<file path="config.mk">
export PLATFORM = sky130hd
export DESIGN_NAME = k2red_inv
export DESIGN_NICKNAME = d
export VERILOG_FILES = /design/src/rtl/k2red_inv.sv
export SDC_FILE = /design/constraint.sdc
export NUM_CORES = 1
export LEC_CHECK = 0
export CORE_ASPECT_RATIO = 1.2
export CORE_MARGIN = 2
export CORE_UTILIZATION = 68
export DETAILED_ROUTE_END_ITERATION = 10
export PLACE_DENSITY = 0.95
export SLEW_MARGIN = 30
export SYNTH_ARGS = -nofsm -noshare
export SYNTH_HDL_FRONTEND = slang
export SYNTH_SLANG_ARGS = --single-unit
</file>
<file path="constraint.sdc">
create_clock -name clk -period 34.1 [get_ports clk]
set_clock_uncertainty 0.2 [all_clocks]
set_input_delay 6.82 -clock clk [delete_from_list [all_inputs] [get_ports clk]]
set_output_delay 6.82 -clock clk [all_outputs]
set_load 0.1 [all_outputs]
</file>
<file path="src/rtl/k2red_inv.sv">
// k2red_inv: restores the normal Kyber domain after K2RED arithmetic.
// Multiplies a 12-bit coefficient by k^-2 mod q (2285) and returns the
// fully reduced product in [0, q-1] through a 3-stage valid/ready pipeline.
//
// Ports
//   clk      system clock, rising edge
//   rst      synchronous active-high reset (clears stage valids and r)
//   in_vld   input coefficient valid
//   in_rdy   block accepts input this cycle (= !stall, combinational)
//   a        input coefficient, any value 0..4095
//   out_vld  result valid
//   out_rdy  downstream accepts result
//   r        registered result a*KINV2 mod Q, always 0..Q-1
module k2red_inv #(
  parameter int unsigned Q     = 3329,
  parameter int unsigned KINV2 = 2285,
  parameter int unsigned DW    = 12
) (
  input  logic          clk,
  input  logic          rst,
  input  logic          in_vld,
  output logic          in_rdy,
  input  logic [DW-1:0] a,
  output logic          out_vld,
  input  logic          out_rdy,
  output logic [DW-1:0] r
);

  // Product width: 3328 * 2285 = 7,604,480 < 2^23.
  localparam int PW = 23;
  // Barrett constant floor(2^35 / 3329) and the width of p * m.
  localparam int          BS = 35;
  localparam int          BW = PW + 24;
  localparam logic [23:0] BM = 24'd10321339;

  localparam logic [DW-1:0] Q_DW    = DW'(Q);
  localparam logic [DW:0]   Q_R     = (DW+1)'(Q);
  localparam logic [PW-1:0] KINV2_P = PW'(KINV2);

  logic          v1_q, v2_q, v3_q;
  logic [DW-1:0] a1_q, a1_d;
  logic [PW-1:0] p2_q, p2_d;
  logic [DW-1:0] r_q, r_d;

  logic          stall;
  logic [DW-1:0] q_est;
  logic [DW:0]   qq;
  logic [DW:0]   r_pre;

  assign stall   = v3_q && !out_rdy;
  assign in_rdy  = !stall;
  assign out_vld = v3_q;
  assign r       = r_q;

  always_comb begin
    a1_d  = (a >= Q_DW) ? a - Q_DW : a;
    p2_d  = PW'(a1_q) * KINV2_P;
    // Barrett estimate undershoots floor(p/Q) by at most one, so the
    // remainder lands in [0, 2Q). Both terms are taken mod 2^13, which is
    // exact because the true difference is below 2Q < 2^13.
    q_est = DW'((BW'(p2_q) * BW'(BM)) >> BS);
    qq    = (DW+1)'(q_est) * Q_R;
    r_pre = p2_q[DW:0] - qq;
    r_d   = (r_pre >= Q_R) ? DW'(r_pre - Q_R) : DW'(r_pre);
  end

  // Data registers only load behind a valid entry so r keeps its last
  // value while S3 is empty.
  always_ff @(posedge clk) begin
    if (rst) begin
      v1_q <= 1'b0;
      v2_q <= 1'b0;
      v3_q <= 1'b0;
      a1_q <= '0;
      p2_q <= '0;
      r_q  <= '0;
    end else if (!stall) begin
      v1_q <= in_vld;
      v2_q <= v1_q;
      v3_q <= v2_q;
      if (in_vld) a1_q <= a1_d;
      if (v1_q)   p2_q <= p2_d;
      if (v2_q)   r_q  <= r_d;
    end
  end

endmodule

</file>
* Word level (Yosys, flattened, before mapping)
Index checks and enable logic that the tools add are counted.
** Storage, ports and cells
- Bits in registers :: 50
- Input bits :: 16
- Output and inout bits :: 14
- Logic and storage cells :: 23
** Operators by class
- Add/sub/neg operators :: 3
- $mul :: 3
- Magnitude comparators :: 2
- Multiplexer cells :: 2
- Bitwise logic cells :: 1
- Reductions and logical operators :: 6
** Operator list (number)
- $mul A23 B24 Y47 const B :: 1
- $mux W12 :: 2
- $sub A12 B12 Y12 const B :: 2
- $mul A12 B12 Y23 const B :: 1
- $ge A13 B12 Y1 const B :: 1
- $mul A12 B12 Y13 const B :: 1
- $sub A13 B13 Y13 :: 1
- $ge A12 B12 Y1 const B :: 1
- $reduce_and A2 Y1 :: 3
- $logic_not A1 Y1 :: 2
- $logic_and A1 B1 Y1 :: 1
- $not A1 Y1 :: 1

* Longest topological paths before layout
- Depth in word-level cells :: 5
- Gate-level depth with buffers :: 46
- Mapped depth without buffers :: 45

* Least setup slack after synthesis
OpenSTA, ideal clock, no wires.
- Path kind :: input-to-output
- From :: in out_rdy
- To :: out in_rdy
- Data arrival time :: 7.537 ns
- Data required time :: 27.080 ns
- Slack :: 19.543 ns
- Stages :: 2
- Buffers on the path :: 0
- Path through :: nor2b_1 -> inv_1
** Between the ends
- Cells in the longest elaborated chain, start to end :: 3
** Ends and longest elaborated chain
- from (decl) :: RTL line 25 : input logic out_rdy,
- $logic_not A1 Y1 :: RTL line 50 : assign stall = v3_q && !out_rdy;
- $logic_and A1 B1 Y1 :: RTL line 50
- $logic_not A1 Y1
- to (decl) :: RTL line 22 : output logic in_rdy,
No other way between the ends.

* Worst setup path after layout
Ends and elaborated chain as after synthesis.

==> results.txt <==
status - complete, no violations
Top Usage Layer GRT - met2
Die Y - 173.1 microns
DPL Wire Length - 34,820 microns
Mapped Nets - 2,324
Seq/Total Area, Yosys - 6.176%
post-route cell area - 16,960 sq um
synthesized flop and latch total - 50
Hold Crit Depth - 2
wirelength, routed - 39,710 microns
first-pass GRT wire length - 66,240 microns
Final GP Congestion - 0.9641
total CTS buffers - 5
Max Freq - 63.52 MHz
initial antenna violation count - 0
share of cells above drive strength 1 - 2.174%
Max Cap Violations - 0
Yosys cell types - 76
Final WS setup - 18,360 ps
most common cell after layout, fill and taps aside - inv_1
stages on the worst setup path - 4
CTS sink cnt - 50
placed cell area - 16,810 sq um
YS warnings - 0
Syn Std Cell Area - 16,210 sq um
DR iter-0 viols - 699
critical path capture point type - output port
CTS Root Buffer Type - clkbuf_16
vias in the first global route - 13.39k
Hold Crit Class - reg2reg
largest net degree at the start of global routing - 41
Critical Path AT - 8720 ps
critical-path cell list - clkdlybuf4s50_1 -> nor2b_1 -> inv_1 -> clkdlybuf4s50_1
Finished Layout Cells - 2,017
Slew HR - 32.83%
Starting Density - 69.63%
# DRC - 0
crit path buf inv count - 3
commonest non-fill, non-tap cells in the layout - inv_1 (512), ha_1 (315), fa_1 (313)
core area - 23,280 sq um
Worst Setup Start Kind - input pin
final setup violation count - 0
WP data required - 27,080 ps
n_diodes - 0
gr usage total - 33.48%
CTS clk-pin slew, worst paths - 70 ps
Layout area overhead - 4.655%
drt pass-1 iters - 5
slowest cell on the critical path - clkdlybuf4s50_1
PostCTS Resize Cnt - 0
Crit Path Class - in2out
post-cts hold buffer count - 0
Top delay family on crit path - buffers and inverters
Slew Viols, Final - 0
# port buffers - 29
die area - 25,090 sq um
Mapped Avg Cell Area - 9.648 sq um
WL/cell - 19.69 microns
Async S/R FF share, synth - 0%
total number of vias - 11.83k
CP dominant cell by count - clkdlybuf4s50_1
CTS tree - done
GR Util met2 - 61.55%
post-CTS setup buffers - 0
Setup TNS - 0 ps
fin crit period - 15,740 ps
Slew @ Worst Pin - 1004 ps
Post-synth EDFFs - 0
fin crit share - 46.16%
Antenna Nets Post-Route - 0
die width - 144.9 microns
Skew-Pair Late Insertion Delay - 310 ps
H-tree Lvls - 2
GR Layer Usage met1 - 37.10%
ys flop type - dfxtp_1
# IOs - 30
Hold Violations, Final - 0
setup slack at placement - 18,350 ps
global-route met3 utilization - 4.327%
clk buf depth - 2
max incr delay on CP - 1160 ps
Cells after DPL - 2,009
Congestion Overflow GR - 0
RSZ-0062 raised after global routing - false
Site Rows - 61
via/cell ratio - 5.866
Final #Nets - 2,345
crit-path max FO - 7
Synth Instances - 1,680
worst r2r path cells - 42
-- Yosys cell counts (3+ instances only) --
master | number | area [sq um]
xnor2_1 | 34 | 297.8
nor2_1 | 46 | 172.7
a211o_2 | 4 | 40.04
o2111ai_1 | 3 | 26.28
o21bai_1 | 8 | 60.06
dfxtp_1 | 50 | 1001
a311oi_1 | 4 | 35.03
or3_1 | 6 | 37.54
xor2_1 | 16 | 140.1
and2_1 | 6 | 37.54
nand2b_1 | 3 | 18.77
nand2_1 | 66 | 247.7
a211oi_1 | 17 | 127.6
o21a_1 | 15 | 112.6
o211ai_1 | 6 | 45.04
nor2b_1 | 7 | 43.79
nor3_1 | 16 | 80.08
ha_1 | 315 | 3941
nand3_1 | 14 | 70.07
inv_1 | 512 | 1922
and3_1 | 4 | 25.02
buf_4 | 3 | 22.52
o21ai_0 | 40 | 200.2
nand4_1 | 3 | 18.77
clkbuf_1 | 12 | 45.04
and4_1 | 4 | 35.03
a21boi_0 | 5 | 37.54
nor4_1 | 3 | 18.77
o31ai_1 | 5 | 37.54
a21o_1 | 12 | 90.09
fa_1 | 313 | 6266
or2_2 | 3 | 18.77
a21oi_1 | 68 | 340.3
or4_1 | 5 | 37.54
-- flip-flops by register name (all words and copies together) (netlist names) --
register	cells
p2_q	23
r	12
v1_q	1
out_vld	1
v2_q	1
a1_q	12
-- kinds of logic after synthesis --
family / Yosys count / synth area share, %
DFF: 50 / 6.176
buffers and inverters: 530 / 12.51
adders and majority gates: 628 / 62.98
muxes: 3 / 0.2161
AOI/OAI and AO/OA: 216 / 8.939
xor gates and xnor gates: 52 / 2.995
and+or+nand+nor: 201 / 6.184
-- worst paths after layout --
kind,from,endpoint,slack (ps)
worst max-delay path,out_rdy,in_rdy,18360
worst min register to register,v1_q,v1_q,280
worst min-delay path,v1_q,v1_q,280
worst max register to register,p2_q[3],r[1],21280
-- worst register-to-register path: cells and delay by family, from the launching register on --
kind,cells,cell delay (ps)
AOI/OAI and AO/OA,15,3250
and+or+nand+nor,5,1490
adders and majority gates,12,5370
DFF,1,770
xor gates and xnor gates,2,430
buffers and inverters,7,930
muxes,1,320
-- layer usage --
layer / vias to the layer above / wire length (microns)
li1: 5288 / -
met1: 5903 / 13990
met2: 467 / 20770
met3: 174 / 2184
met4: 0 / 2756
met5: - / 0
-- through the flow --
step           hold slack (ps)  utilization [%]
6_report                 279.7            72.87
5_1_grt                  300.6            72.87
4_1_cts                  280.0            72.87
3_5_place_dp             269.3            72.21
3_3_place_gp             252.2            72.21
2_1_floorplan            245.0                -
-- area by class of cell --
class	count	area, sq um
inverters	512	1922
fillers	1504	6316
multi-input cells	1100	13180
flip-flops and latches	50	1001
repair buffers	32	312.8
clock inverters	3	28.78
clock buffers	5	125.1
well taps	315	394.1
Power is left out: the tool's default activity adds up to more than one toggle a clock period on the data nets, which glitch-free logic cannot reach.
